<file path="src/rtl/freq_meter.sv">
// Gated frequency counter: counts synchronized rising edges of sig_in over back-to-back GATE_CYCLES windows.
// Define FREQ_METER_BCD_EN to add a sequential double-dabble converter driving bcd/bcd_valid.
module freq_meter #(
    parameter int GATE_CYCLES = 50_000_000,
    parameter int CNT_W       = 27
) (
    input  logic             clk,
    input  logic             rst,
    input  logic             en,
    input  logic             sig_in,
    output logic [CNT_W-1:0] freq,
    output logic             freq_valid,
    output logic             overflow,
    output logic [31:0]      bcd,
    output logic             bcd_valid
);
    localparam int GW = $clog2(GATE_CYCLES);
    localparam logic [GW-1:0] LAST = GW'(GATE_CYCLES - 1);

    typedef enum logic {IDLE, GATE} state_t;

    state_t           state;
    logic             s1, s2, s3;
    logic             edge_det;
    logic [GW-1:0]    gate_cnt;
    logic [CNT_W-1:0] edge_cnt, cnt_nxt;
    logic             win_ovf, ovf_nxt;

    always_ff @(posedge clk or negedge rst) begin
        if (!rst) begin
            s1 <= 1'b0;
            s2 <= 1'b0;
            s3 <= 1'b0;
        end else begin
            s1 <= sig_in;
            s2 <= s1;
            s3 <= s2;
        end
    end

    assign edge_det = s2 & ~s3;

    // Saturating increment; an edge arriving at all-ones marks the window as overflowed.
    always_comb begin
        cnt_nxt = edge_cnt;
        ovf_nxt = win_ovf;
        if (edge_det) begin
            if (&edge_cnt) ovf_nxt = 1'b1;
            else           cnt_nxt = edge_cnt + CNT_W'(1);
        end
    end

    always_ff @(posedge clk or negedge rst) begin
        if (!rst) begin
            state      <= IDLE;
            gate_cnt   <= '0;
            edge_cnt   <= '0;
            win_ovf    <= 1'b0;
            freq       <= '0;
            overflow   <= 1'b0;
            freq_valid <= 1'b0;
        end else begin
            freq_valid <= 1'b0;
            case (state)
                IDLE: begin
                    gate_cnt <= '0;
                    edge_cnt <= '0;
                    win_ovf  <= 1'b0;
                    if (en) state <= GATE;
                end
                GATE: begin
                    if (!en) begin
                        state    <= IDLE;
                        gate_cnt <= '0;
                        edge_cnt <= '0;
                        win_ovf  <= 1'b0;
                    end else if (gate_cnt == LAST) begin
                        // Closing cycle: its own edge is folded in, next window starts clean.
                        gate_cnt   <= '0;
                        edge_cnt   <= '0;
                        win_ovf    <= 1'b0;
                        freq       <= cnt_nxt;
                        overflow   <= ovf_nxt;
                        freq_valid <= 1'b1;
                    end else begin
                        gate_cnt <= gate_cnt + GW'(1);
                        edge_cnt <= cnt_nxt;
                        win_ovf  <= ovf_nxt;
                    end
                end
                default: state <= IDLE;
            endcase
        end
    end

`ifdef FREQ_METER_BCD_EN
    // Scratch holds at least 9 digits so out-of-range counts are detectable.
    localparam int ND0 = (CNT_W * 31) / 100 + 1;
    localparam int ND  = (ND0 > 9) ? ND0 : 9;
    localparam int SW  = $clog2(CNT_W + 1);

    logic [CNT_W-1:0] bin_sh;
    logic [4*ND-1:0]  dd_sh, dd_add, dd_nxt;
    logic [SW-1:0]    step;
    logic             busy, sat_ovf;

    always_comb begin
        dd_add = dd_sh;
        for (int d = 0; d < ND; d++) begin
            if (dd_sh[4*d +: 4] >= 4'd5) dd_add[4*d +: 4] = dd_sh[4*d +: 4] + 4'd3;
        end
        dd_nxt = {dd_add[4*ND-2:0], bin_sh[CNT_W-1]};
    end

    always_ff @(posedge clk or negedge rst) begin
        if (!rst) begin
            bin_sh    <= '0;
            dd_sh     <= '0;
            step      <= '0;
            busy      <= 1'b0;
            sat_ovf   <= 1'b0;
            bcd       <= '0;
            bcd_valid <= 1'b0;
        end else begin
            bcd_valid <= 1'b0;
            if (freq_valid) begin
                bin_sh  <= freq;
                dd_sh   <= '0;
                step    <= '0;
                busy    <= 1'b1;
                sat_ovf <= overflow;
            end else if (busy) begin
                bin_sh <= bin_sh << 1;
                dd_sh  <= dd_nxt;
                step   <= step + SW'(1);
                if (step == SW'(CNT_W - 1)) begin
                    busy      <= 1'b0;
                    bcd_valid <= 1'b1;
                    bcd       <= (sat_ovf || (|{dd_add[4*ND-1], dd_nxt[4*ND-1:32]}))
                                 ? 32'h9999_9999 : dd_nxt[31:0];
                end
            end
        end
    end
`else
    assign bcd       = '0;
    assign bcd_valid = 1'b0;
`endif

endmodule

</file>
<file path="config.mk">
export PLATFORM = sky130hd
export DESIGN_NAME = freq_meter
export DESIGN_NICKNAME = d
export VERILOG_FILES = /design/src/rtl/freq_meter.sv
export SDC_FILE = /design/constraint.sdc
export NUM_CORES = 1
export LEC_CHECK = 0
export ABC_CLOCK_PERIOD_IN_PS = 2400
export BUFFER_PORTS_ARGS = -buffer_cell sky130_fd_sc_hd__buf_2
export CORE_MARGIN = 4
export CORE_UTILIZATION = 57
export CTS_CLUSTER_SIZE = 16
export DETAILED_ROUTE_END_ITERATION = 10
export PLACE_DENSITY = 0.84
export RECOVER_POWER = 25
export REMOVE_ABC_BUFFERS = 1
export SLEW_MARGIN = 25
export SYNTH_ARGS = -nofsm -noshare
export SYNTH_HDL_FRONTEND = slang
export SYNTH_SLANG_ARGS = --single-unit
</file>
<file path="constraint.sdc">
create_clock -name clk -period 2.4 [get_ports clk]
set_clock_uncertainty 0.1 [all_clocks]
set_input_delay 0.48 -clock clk [delete_from_list [all_inputs] [get_ports clk]]
set_output_delay 0.48 -clock clk [all_outputs]
set_load 0.02 [all_outputs]
</file>
==> results_tabular.tex <==
\begin{tabular}{lr}
\hline
Metric & Value \\
\hline
\multicolumn{2}{l}{\textbf{STA}} \\
\quad Number of max-slew violations in the final report & 0 \\
\quad Setup violations, final & 0 \\
\quad Slew margin rel. & 0.2817 \\
\quad Actual transition at the worst max-transition pin & 1077 ps \\
\quad Setup repair after global routing missed its margin & no \\
\quad Achievable frequency & 0.4391 GHz \\
\quad Clock period minus worst slack & between 2000 and 2500 ps \\
\quad Final worst path period share & 0.9488 \\
\quad Fin. Hold Viols & 0 \\
\quad Setup TNS & 0 ps \\
\multicolumn{2}{l}{\textbf{Critical path}} \\
\quad CP arrival & 2480 ps \\
\quad Type of destination of the critical path & flip-flop \\
\quad Worst R2R Path Depth & 6 \\
\quad Critical Path Slowest Stage Cell & or4\_1 \\
\quad Ordered list of cells on the worst path & ha\_2, nand4\_1, or4\_1, or2\_4, or4\_1, nand3\_1 \\
\quad Delay of the slowest cell on the worst path & 560 ps \\
\quad Largest fanout on the critical path & 5 \\
\quad Crit path top cell by count & or4\_1 \\
\quad Startpoint kind of the worst setup timing path & flip-flop \\
\quad Required time of the critical path & 2600 ps \\
\quad Kind of critical path & flip-flop to flip-flop \\
\multicolumn{2}{l}{\textbf{GRT}} \\
\quad Maximum number of pins on one net before global-route repair & between 50 and 60 \\
\quad Number of antenna violations at the first check in global routing & 0 \\
\quad Via count of the first global-routing pass & 3,218 \\
\quad All-layer global routing usage & 0.2013 \\
\quad Remaining global-route overflow & 0 \\
\quad First-pass GRT wire length & 14.29 mm \\
\multicolumn{2}{l}{\textbf{Drt}} \\
\quad Number of DRC markers after the initial detailed-route iteration & 180 \\
\quad Detailed-route DRC error count & 0 \\
\quad Routed wire length per instance & 14.51 µm \\
\quad Number of antenna-violating nets in the routed design & 0 \\
\quad Total Routed Length & 8.488 mm \\
\quad Number of iterations in the first detailed-routing pass & 4 \\
\quad Avg Vias per Cell & 5.615 \\
\quad Overall via count from detail\_route & 3,285 \\
\multicolumn{2}{l}{\textbf{Job}} \\
\quad Max-cap violations & 0 \\
\multicolumn{2}{l}{\textbf{Floorplanning}} \\
\quad Effective utilization at floorplan & 0.5882 \\
\quad Area inside the core boundary & around 7300 µm² \\
\quad Height of the die & 94.75 µm \\
\quad Std cell rows & 31 \\
\quad Horiz. Die Dim & 94.75 µm \\
\quad Area enclosed by the die boundary & around 9000 µm² \\
\quad Ports placed on the boundary & 66 \\
\multicolumn{2}{l}{\textbf{Min path}} \\
\quad Cell depth of the worst min-delay path & 1 \\
\quad Classification of the worst-slack hold path & primary input to flip-flop \\
\multicolumn{2}{l}{\textbf{Clock tree}} \\
\quad Num CTS Buffers & 9 \\
\quad Maximum buffer depth of the clock tree & 2 \\
\quad Clock-pin slew on the worst setup and hold paths & 90 ps \\
\quad H-tree levels & 3 \\
\quad CTS tree & done \\
\quad Clock root buffer master & clkbuf\_8 \\
\quad Clock insertion delay at the later pin of the skew report & 360 ps \\
\quad Count of clock tree sinks & 87 \\
\multicolumn{2}{l}{\textbf{Pwr}} \\
\quad Lkg Pwr & 2.045 nW \\
\quad Worst vdd rail ir drop & 347.2 µV \\
\quad Pwr dens & 595.8 nW/µm² \\
\multicolumn{2}{l}{\textbf{Place}} \\
\quad HPWL Detailed & 5.928 mm \\
\quad Port buffer count & 32 \\
\quad Cell area reported after detailed placement & about 4500 µm² \\
\quad Placer congestion estimate & 0.8754 \\
\quad Placed insts & 570 \\
\multicolumn{2}{l}{\textbf{Final layout}} \\
\quad Antenna diode instance count & 0 \\
\quad Non-filler instance count after layout & 585 \\
\quad Fraction of final layout cells with drive strength greater than 1 & 0.1317 \\
\quad Number of nets in the finished design & between 400 and 500 \\
\quad Post-synthesis to final-layout area growth & 9.247\% \\
\quad Fill cell instance count of the final layout & 587 \\
\quad Area of all placed cells without fillers & 4686 µm² \\
\multicolumn{2}{l}{\textbf{Run status}} \\
\quad Status & finished, final reports clean \\
\multicolumn{2}{l}{\textbf{Synthesis}} \\
\quad Area of the mapped netlist & roughly 4300 µm² \\
\quad Async set-or-reset flop fraction in the synthesized netlist & 1.000 \\
\quad Top FF cell, synth & dfrtp\_1 \\
\quad Count of distinct cell types in the synthesized netlist & 47 \\
\quad FF+latch count, synth & 87 \\
\quad Sequential fraction of the synthesis area & 0.5076 \\
\quad Syn avg cell area & between 9 and 10 µm² \\
\quad Synth Warn \# & 0 \\
\quad Count of flip-flops with a built-in enable after synthesis & 0 \\
\quad Cells after synthesis & 450 \\
\hline
\end{tabular}
[power by group]
group	switching [W]	internal, W
Clock	0.000526	0.000686
Sequential	0.00000419	0.00147
Combinational	0.0000944	0.0000109
Total	0.000625	0.00217
[metal layers]
| metal | part of all wire | vias to the layer above | global-route usage |
|---|---|---|---|
| li1 | - | 1568 | - |
| met1 | 0.43 | 1597 | 0.2478 |
| met2 | 0.50 | 99 | 0.3453 |
| met3 | 0.045 | 21 | 0.04143 |
| met4 | 0.022 | 0 | 0.08173 |
| met5 | 0 | - | 0 |
[cells in the final DEF (no fill, tap or decap), types with 11 or more instances in the layout]
cell / Yosys / routed
nand3_1: 21 / 21
buf_2: 2 / 31
nor2_1: 59 / 59
a21oi_1: 15 / 15
conb_1: 1 / 33
xor2_1: 11 / 11
o21ai_0: 26 / 26
nand2_1: 41 / 41
dfrtp_1: 87 / 87
xnor2_1: 27 / 27
nand4_1: 22 / 22
[what timing repair did]
item / 4_1_cts / 5_1_grt
hold buffers: 0 / 0
resized for setup: 0 / 5
buffers inserted: 0 / 0
setup endpoints to repair: 0 / 24
[per-stage QoR]
step,util,power [W],setup WS [ps],hold slack (ps)
2_1_floorplan,-,0.001565,-766.7,84.41
3_3_place_gp,0.6110,0.001612,197.3,261.5
3_5_place_dp,0.6110,0.001613,57.30,260.3
4_1_cts,0.6429,0.002802,46.58,28.55
5_1_grt,0.6426,0.002880,10.58,118.8
6_report,0.6426,0.002792,122.8,134.1
[path summary, 6_finish.rpt]
check | end | startpoint | slack (ps)
min reg2reg | s2$_DFF_PN0_ | s1$_DFF_PN0_ | 280
max | freq[22]$_DFFE_PN0P_ | gate_cnt[0]$_DFF_PN0_ | 120
max reg2reg | freq[22]$_DFFE_PN0P_ | gate_cnt[0]$_DFF_PN0_ | 120
min | s1$_DFF_PN0_ | sig_in | 130
max in group asynchronous | gate_cnt[10]$_DFF_PN0_ | rst | 490
min in group asynchronous | freq[16]$_DFFE_PN0P_ | rst | 210
[layout make-up]
cell class	instances	area, µm²	area share
clock inverters	6	108.9	0.02323
repair buffers	41	240.2	0.05127
clock buffers	9	123.9	0.02644
well taps	99	123.9	0.02644
multi-input cells	336	1883	0.4019
flip-flops and latches	87	2177	0.4646
inverters	7	28.78	0.006142
[cells in the mapped netlist (3+ instances only)]
cell	instances	area, µm²
dfrtp_1	87	2177
nor2_1	59	221.5
nand2_1	41	153.9
buf_4	34	255.2
xnor2_1	27	236.5
o21ai_0	26	130.1
nand4_1	22	137.6
nand3_1	21	105.1
a21oi_1	15	75.07
clkbuf_1	15	56.30
xor2_1	11	96.34
nor4_1	9	56.30
and3_1	8	50.05
a31oi_1	7	43.79
and4_1	7	61.31
inv_1	6	22.52
or3_1	6	37.54
nor3_1	5	25.02
and2_1	4	25.02
or4_1	4	30.03
a211oi_1	3	22.52
o211ai_1	3	22.52
[worst max-delay path: cells and delay by family (launching register included)]
kind	cells	cell delay, ps
adder cells (fa/ha/maj)	1	230
flip-flops	1	390
AND/OR/NAND/NOR	5	1500
[logic make-up (layout without fill, tap and decap cells)]
kind of cell	after synthesis	after routing	share of synthesized area
simple gates	197	197	0.2334
flops	87	87	0.5076
compound gates	65	65	0.08868
buf+inv	59	63	0.08372
xor+xnor	38	38	0.07760
fa+ha+maj	2	2	0.005833
other cells	1	33	0.0008743
mux	1	1	0.002334
[sequential cells by signal, indices dropped and copies added (netlist names)]
signal	cells
gate_cnt	26
state	1
s3	1
overflow	1
s1	1
freq_valid	1
win_ovf	1
edge_cnt	27
s2	1
freq	27
No activity file was read; power rests on OpenSTA's default activity.
